==> config.mk <==
export PLATFORM = sky130hd
export DESIGN_NAME = sync_edge_filter
export DESIGN_NICKNAME = d
export VERILOG_FILES = /design/src/rtl/sync_edge_filter.sv
export SDC_FILE = /design/constraint.sdc
export NUM_CORES = 1
export LEC_CHECK = 0
export ABC_AREA = 1
export ABC_CLOCK_PERIOD_IN_PS = 1570
export CORE_MARGIN = 5
export CORE_UTILIZATION = 49
export CTS_CLUSTER_SIZE = 25
export DETAILED_ROUTE_END_ITERATION = 8
export PLACE_DENSITY = 0.87
export RECOVER_POWER = 50
export SYNTH_ARGS = -nofsm -noshare
export SYNTH_HDL_FRONTEND = slang
export SYNTH_SLANG_ARGS = --single-unit
==> constraint.sdc <==
create_clock -name dst_clk -period 1.57 [get_ports dst_clk]
set_input_delay 0.314 -clock dst_clk [delete_from_list [all_inputs] [get_ports dst_clk]]
set_output_delay 0.314 -clock dst_clk [all_outputs]
set_load 0.02 [all_outputs]
==> src/rtl/sync_edge_filter.sv <==
// Debounces a synchronized level and emits qualified rise/fall pulses plus a rising-edge count.
// Optional build macro EDGE_CNT_SAT_EN: edge_count saturates at all-ones instead of wrapping.
module sync_edge_filter #(
    parameter int unsigned STABLE_CYCLES = 4,
    parameter int unsigned CNT_W         = 8,
    parameter bit          RST_LEVEL     = 1'b0
) (
    input  logic             dst_clk,
    input  logic             rst,
    input  logic             sync_in,
    input  logic             cnt_clr,
    output logic             level_out,
    output logic             rise_pulse,
    output logic             fall_pulse,
    output logic [CNT_W-1:0] edge_count
);

    // Guarded so an illegal STABLE_CYCLES reaches the $error below instead of a zero-width vector.
    localparam int unsigned STAB_W = (STABLE_CYCLES < 2) ? 1 : $clog2(STABLE_CYCLES);
    localparam logic [STAB_W-1:0] STAB_LAST = STAB_W'(STABLE_CYCLES - 1);
    localparam logic [CNT_W-1:0]  CNT_MAX   = {CNT_W{1'b1}};

    if ((STABLE_CYCLES < 2) || (STABLE_CYCLES > 65535)) begin : g_bad_stable_cycles
        $error("sync_edge_filter: STABLE_CYCLES must be in 2..65535");
    end
    if (CNT_W < 1) begin : g_bad_cnt_w
        $error("sync_edge_filter: CNT_W must be at least 1");
    end

    typedef enum logic [1:0] {
        STABLE_LO = 2'd0,
        CHK_HI    = 2'd1,
        STABLE_HI = 2'd2,
        CHK_LO    = 2'd3
    } state_t;

    localparam state_t RST_STATE = (RST_LEVEL != 1'b0) ? STABLE_HI : STABLE_LO;

    state_t            r_state;
    logic [STAB_W-1:0] r_stab_cnt;
    logic              r_level;
    logic              r_rise;
    logic              r_fall;
    logic [CNT_W-1:0]  r_edge_cnt;

    state_t            w_state;
    logic [STAB_W-1:0] w_stab_cnt;
    logic              w_level;
    logic              w_rise;
    logic              w_fall;
    logic [CNT_W-1:0]  w_edge_cnt;

    always_ff @(posedge dst_clk or posedge rst) begin
        if (rst) begin
            r_state    <= RST_STATE;
            r_stab_cnt <= '0;
            r_level    <= RST_LEVEL;
            r_rise     <= 1'b0;
            r_fall     <= 1'b0;
            r_edge_cnt <= '0;
        end else begin
            r_state    <= w_state;
            r_stab_cnt <= w_stab_cnt;
            r_level    <= w_level;
            r_rise     <= w_rise;
            r_fall     <= w_fall;
            r_edge_cnt <= w_edge_cnt;
        end
    end

    // Stability FSM: a new level must be seen STABLE_CYCLES samples in a row to be accepted.
    always_comb begin
        w_state    = r_state;
        w_stab_cnt = r_stab_cnt;
        w_level    = r_level;
        w_rise     = 1'b0;
        w_fall     = 1'b0;
        unique case (r_state)
            STABLE_LO: begin
                if (sync_in) begin
                    w_state    = CHK_HI;
                    w_stab_cnt = STAB_W'(1);
                end
            end
            CHK_HI: begin
                if (!sync_in) begin
                    w_state    = STABLE_LO;
                    w_stab_cnt = '0;
                end else if (r_stab_cnt == STAB_LAST) begin
                    w_state    = STABLE_HI;
                    w_stab_cnt = '0;
                    w_level    = 1'b1;
                    w_rise     = 1'b1;
                end else begin
                    w_stab_cnt = r_stab_cnt + STAB_W'(1);
                end
            end
            STABLE_HI: begin
                if (!sync_in) begin
                    w_state    = CHK_LO;
                    w_stab_cnt = STAB_W'(1);
                end
            end
            CHK_LO: begin
                if (sync_in) begin
                    w_state    = STABLE_HI;
                    w_stab_cnt = '0;
                end else if (r_stab_cnt == STAB_LAST) begin
                    w_state    = STABLE_LO;
                    w_stab_cnt = '0;
                    w_level    = 1'b0;
                    w_fall     = 1'b1;
                end else begin
                    w_stab_cnt = r_stab_cnt + STAB_W'(1);
                end
            end
            default: begin
                w_state    = RST_STATE;
                w_stab_cnt = '0;
            end
        endcase
    end

    // Clear wins over a same-edge rise, so that rise is not counted.
    always_comb begin
        w_edge_cnt = r_edge_cnt;
        if (cnt_clr) begin
            w_edge_cnt = '0;
        end else if (w_rise) begin
`ifdef EDGE_CNT_SAT_EN
            if (r_edge_cnt != CNT_MAX) begin
                w_edge_cnt = r_edge_cnt + CNT_W'(1);
            end
`else
            w_edge_cnt = r_edge_cnt + CNT_W'(1);
`endif
        end
    end

    assign level_out  = r_level;
    assign rise_pulse = r_rise;
    assign fall_pulse = r_fall;
    assign edge_count = r_edge_cnt;

endmodule

# [Word-level counts from Yosys, hierarchy flattened]
# Cells that the tools add are included.
[classes] add_sub_neg=2 n_eq_ne=12 muxes=24 n_reduce_logical=6
[op_table] cell="$mux W2" count=10
[op_table] cell="$mux W8" count=2
[op_table] cell="$pmux W2 S4" count=2
[op_table] cell="$ne A2 B2 Y1 const B" count=6
[op_table] cell="$mux W1" count=9
[op_table] cell="$add A8 B1 Y8 const B" count=1
[op_table] cell="$eq A2 B2 Y1 const B" count=3
[op_table] cell="$ne A3 B3 Y1 const B" count=2
[op_table] cell="$reduce_and A5 Y1" count=1
[op_table] cell="$reduce_and A4 Y1" count=1
[op_table] cell="$reduce_bool A2 Y1" count=2
[op_table] cell="$add A2 B1 Y2 const B" count=1
[op_table] cell="$eq A2 B1 Y1 const B" count=1
[op_table] cell="$logic_not A2 Y1" count=1
[op_table] cell="$pmux W1 S2" count=1
[op_table] cell="$reduce_and A2 Y1" count=1
[totals] register_bits=15 in_bits=4 out_inout_bits=11 elab_cells=50

# [Depth between registers and ports, before layout]
[logic_depth] ltp_word=6 depth_mapped=8 ltp_nobuf=8

# [Worst setup path before layout]
# OpenSTA, ideal clock, no wires.
[synth_path] path_kind="register to register" from="register r_stab_cnt[0]" to="register r_edge_cnt[2] (netlist: edge_count[2])" setup_time_ns=0.095 t_arrival_ns=1.153 required_time_ns=1.475 slack_ns=0.322 stages_incl_launch_ff=9 n_path_buf=0 period_less_slack_ns=1.248 cell_sequence="dfrtp_1 -> ha_1 -> nand2_1 -> inv_1 -> nand2_1 -> nand2_1 -> inv_1 -> nand2_1 -> o31ai_1"
[synth_between] elab_chain_cells=5
[synth_lines] element="start: declaration" line_no="40" rtl="logic [STAB_W-1:0] r_stab_cnt;"
[synth_lines] element="start signal: assignment" line_no="63" rtl="r_stab_cnt <= w_stab_cnt;"
[synth_lines] element="$eq A2 B2 Y1" line_no="89" rtl="end else if (r_stab_cnt == STAB_LAST) begin"
[synth_lines] element="$mux W1" line_no="89"
[synth_lines] element="$mux W1" line_no="86" rtl="if (!sync_in) begin"
[synth_lines] element="$mux W1" line_no="78" rtl="unique case (r_state)"
[synth_lines] element="$reduce_bool A2 Y1 (no source line)"
[synth_lines] element="end signal: assignment" line_no="67" rtl="r_edge_cnt <= w_edge_cnt;"
[synth_lines] element="end: declaration" line_no="44" rtl="logic [CNT_W-1:0] r_edge_cnt;"
# No other way between the ends.
# A chain may end at the register's enable or synchronous reset.

# [Final worst setup path]
[layout_path] from="register r_edge_cnt[2] (netlist: edge_count[2])" to="output edge_count[2]"
[layout_lines] element="end: declaration" line_no="15" rtl="output logic [CNT_W-1:0] edge_count"
# No word-level cell between the ends.

==> results <==
- At the pin with the least slew margin, the transition time is approximately 0.8 ns.
- The wire-length estimate of the detail-placed layout is roughly 1200 um.
- For the finished layout, the period the worst path requires is about 1.4 ns.
- The total number of yosys warnings is 0.
- The run finished with clean final reports.
- The number of max-capacitance violations reported is 0.
- The number of fill cells is about 140.
- The clock latency on the worst-skew pair is about 0.31 ns.
- The number of nets handed over by synthesis was between 100 and 150.
- The final count of negative-setup-slack endpoints is 0.
- The number of buffers and inverters on the critical path is 1.
- For this design, the slowest cell found on the critical path is dfrtp_1.
- For this run, the detailed router's first-pass iteration total came to 4.
- The tree built by TritonCTS fans out to 15 sinks.
- The required time at the worst-slack endpoint is roughly 1.3 ns.
- Across all hold checks on the routed design, the worst slack comes to roughly 0.50 ns.
- TritonCTS built the clock tree.
- The number of top-level design ports is 15.
- The final estimated routing congestion in global placement is roughly 0.84.
- Compared with the post-synthesis result, the final layout area differs by 23.9%.
- For this run, design rule violations remaining after detail routing come to 0.
- The post-route netlist has 5.83% of its cells at a drive strength greater than 1.
- The number of antenna violations at the first check in global routing was 0.
- The share of flip-flops with an asynchronous set or reset after synthesis is 100%.
- For this design, the CTS-stage hold fixing added 0 buffers.
- The post-synthesis area per instance is ~7.8 um^2.
- The total number of placement rows is 14.
- The number of different library cells used by synthesis comes to 16.
- The total via count after detailed routing is between 700 and 800.
- The via count of the first global-routing pass came to roughly 700.
- The synthesized instance count is 100.
- The top-area cell type share of the netlist area is between 40% and 50%.
- The clock transition time at the flip-flop clock pins of the worst setup and hold paths is 0.10 ns.
- The synthesized cell area is 779 um^2.
- Entering global routing, the biggest net connects 16 pins.
- By count the netlist is led by 31 x nand2_1, 16 x inv_1, 15 x dfrtp_1, 9 x nor2_1, 7 x nand3_1.
- The most common cell in the synthesized netlist is nand2_1.
- For this configuration, the core starts out at a cell density of roughly half.
- The clock passes through at most 2 buffers.
- The timing-limited maximum frequency is between 600 and 700 MHz.
- STA puts the critical path data arrival time at 1.13 ns.
- The CTS buffer count is 3.
- Along the worst path, the maximum fanout reaches 5.
- The final-layout setup total negative slack is 0 ns.
- The core box area is 0.00151 mm^2.
- The clock tree root driver cell is clkbuf_4.
- The number of vias per cell after detailed routing is about 5.3.
- STA classifies the critical path endpoint as an output pin.
- The signal on the critical path passes through dlygate4sd2_1.
- The hold violation count in the final report was 0.
- The critical path startpoint category is a register.
- The die covers 0.00249 mm^2.
- Input and output buffers added on the ports amount to 14.
- The largest incremental delay on the critical path is around 0.45 ns.
- The dominant delay contributor by cell family on the critical path is flip-flops.
- The worst relative slew slack is 48.2%.
- 0 antenna diodes ended up in the layout.
- The first global-routing pass estimated roughly 3100 um of wire.
- The setup path with the least slack is of type reg -> out.
- The die is 49.9 um wide.
- The H-tree depth is 1.
- The total wire length after detailed routing is roughly 1700 um.
- In this run the remaining antenna-violating nets after routing total 0.
- For this run the aggregate overflow at the end of global routing stands at 0.
- Before CTS, the worst setup slack after placement is -0.0264 ns.
- In this run the power density over the cells is ~1100 mW/mm^2.
- At the end of the flow the core is filled with cells to between 60% and 70%.
- The detailed router finished its first iteration with 34 violations.
- The analysis attributes to cell leakage a power of 0.535 nW.
- The biggest area consumer among synthesized cells is dfrtp_1.
- The synthesized design contains 0 enable-type register cells.
- The detail-routed net length per standard cell is roughly 12 um.
- For this run, the register share of the synthesized area comes to 48.2%.
- By area the synthesized netlist is led by dfrtp_1 48%, nand2_1 15%, inv_1 7.7%, ha_1 4.8%, nand3_1 4.5%.
- The peak supply drop is between 0.0009 and 0.001 V.
- The post-CTS repair timing setup buffer count is 0.
- The largest clock skew in the final design is approximately 0.011 ns.
- The type of the most critical hold path is reg -> reg.
- Counting flops and latches in the post-synthesis netlist gives 15.
- The multi-input gate area in the final layout is approximately 340 um^2.
- The storage element area is around 380 um^2.
- In the post-route analysis, the smallest setup slack over all paths is about 0.13 ns.
- In the synthesized netlist the dominant register cell turns out to be dfrtp_1.
- Global routing used between 10% and 20% of the available tracks across all layers.
- Setup repair after global routing left no endpoint under its margin.
- The number of pins with negative max-slew slack in the final report is 0.
- The post-route fraction of the period consumed by the critical path is about nine tenths.
- The die outline height is ~50 um.
- The net total in the final layout is between 100 and 150.
==> power by group <==
group / internal [W] / switching [W] / total (W)
Clock: 0.0000974 / 0.000144 / 0.000242
Combinational: 0.0000979 / 0.000179 / 0.000277
Sequential: 0.000446 / 0.0000640 / 0.000510
Total: 0.000641 / 0.000387 / 0.00103
==> cells in the final DEF, fill, tap and decap left out <==
cell             netlist  final
a21oi_1                2      2
buf_4                  0      1
clkbuf_1               0      2
clkbuf_4               0      3
clkdlybuf4s50_1        0      1
clkinvlp_4             0      1
dfrtp_1               15     15
dlygate4sd2_1          0      9
dlygate4sd3_1          0      2
dlymetal6s2s_1         0      1
ha_1                   3      3
inv_1                 16     16
nand2_1               31     31
nand2_2                1      1
nand3_1                7      7
nand3b_1               2      2
nand4_1                2      2
nor2_1                 9      9
nor2_4                 1      1
nor3_1                 2      2
o211ai_1               2      2
o21ai_0                5      5
o31ai_1                1      1
xnor2_1                1      1
==> state kept, by name (all words and copies together), names as in the netlist, named ones only <==
| name | count |
|---|---|
| edge_count | 8 |
| fall_pulse | 1 |
| level_out | 1 |
| r_stab_cnt | 2 |
| r_state | 1 |
| rise_pulse | 1 |
==> timing repair <==
item | 4_1_cts | 5_1_grt
gates resized for setup | 9 | 2
endpoints found under the setup margin | 9 | 2
cloned | 0 | 0
==> through the flow <==
stage	cells	total power, W	instance area (um^2)
final	136	0.00103	966
after global routing	136	0.00110	966
after CTS	136	0.00104	973
after detailed placement	132	0.000804	955
after global placement	132	0.000785	955
after floorplan	100	0.000710	779
==> routing by layer <==
metal | part of all wire, % | vias to the layer above | routed length [um] | track usage (%)
met5 | 0 | - | 0 | 0
met4 | 2.1 | 0 | 36 | 10.0
met3 | 7.9 | 3 | 134 | 3.92
met2 | 48 | 31 | 808 | 25.4
met1 | 42 | 332 | 718 | 19.5
li1 | - | 360 | - | -
==> final cells by class <==
class | count | area share (%)
inverters | 16 | 6.22
clock buffers | 3 | 2.33
flip-flops and latches | 15 | 38.9
clock inverters | 1 | 0.777
multi-input cells | 69 | 35.6
repair buffers | 16 | 14.1
well taps | 16 | 2.07
==> kinds of logic (layout without fill, tap and decap cells) <==
kind of cell | Yosys count | after routing | synth area share [%]
flops | 15 | 15 | 48.2
buf+inv | 16 | 36 | 7.70
compound gates | 10 | 10 | 7.38
simple gates | 55 | 55 | 30.8
xor+xnor | 1 | 1 | 1.12
fa+ha+maj | 3 | 3 | 4.82
==> final timing paths <==
kind | start | to | slack (ns) | depth (start not counted)
min in group asynchronous | rst | edge_count[3] | 0.64 | 3
worst max-delay path | edge_count[2] | edge_count[2] | 0.13 | 1
max in group asynchronous | rst | edge_count[1] | 0.44 | 3
worst min register to register | level_out | level_out | 0.50 | 2
worst min-delay path | level_out | level_out | 0.50 | 2
worst max register to register | r_stab_cnt[0] | edge_count[6] | 0.15 | 8
No activity file was read; power rests on OpenSTA's default activity.
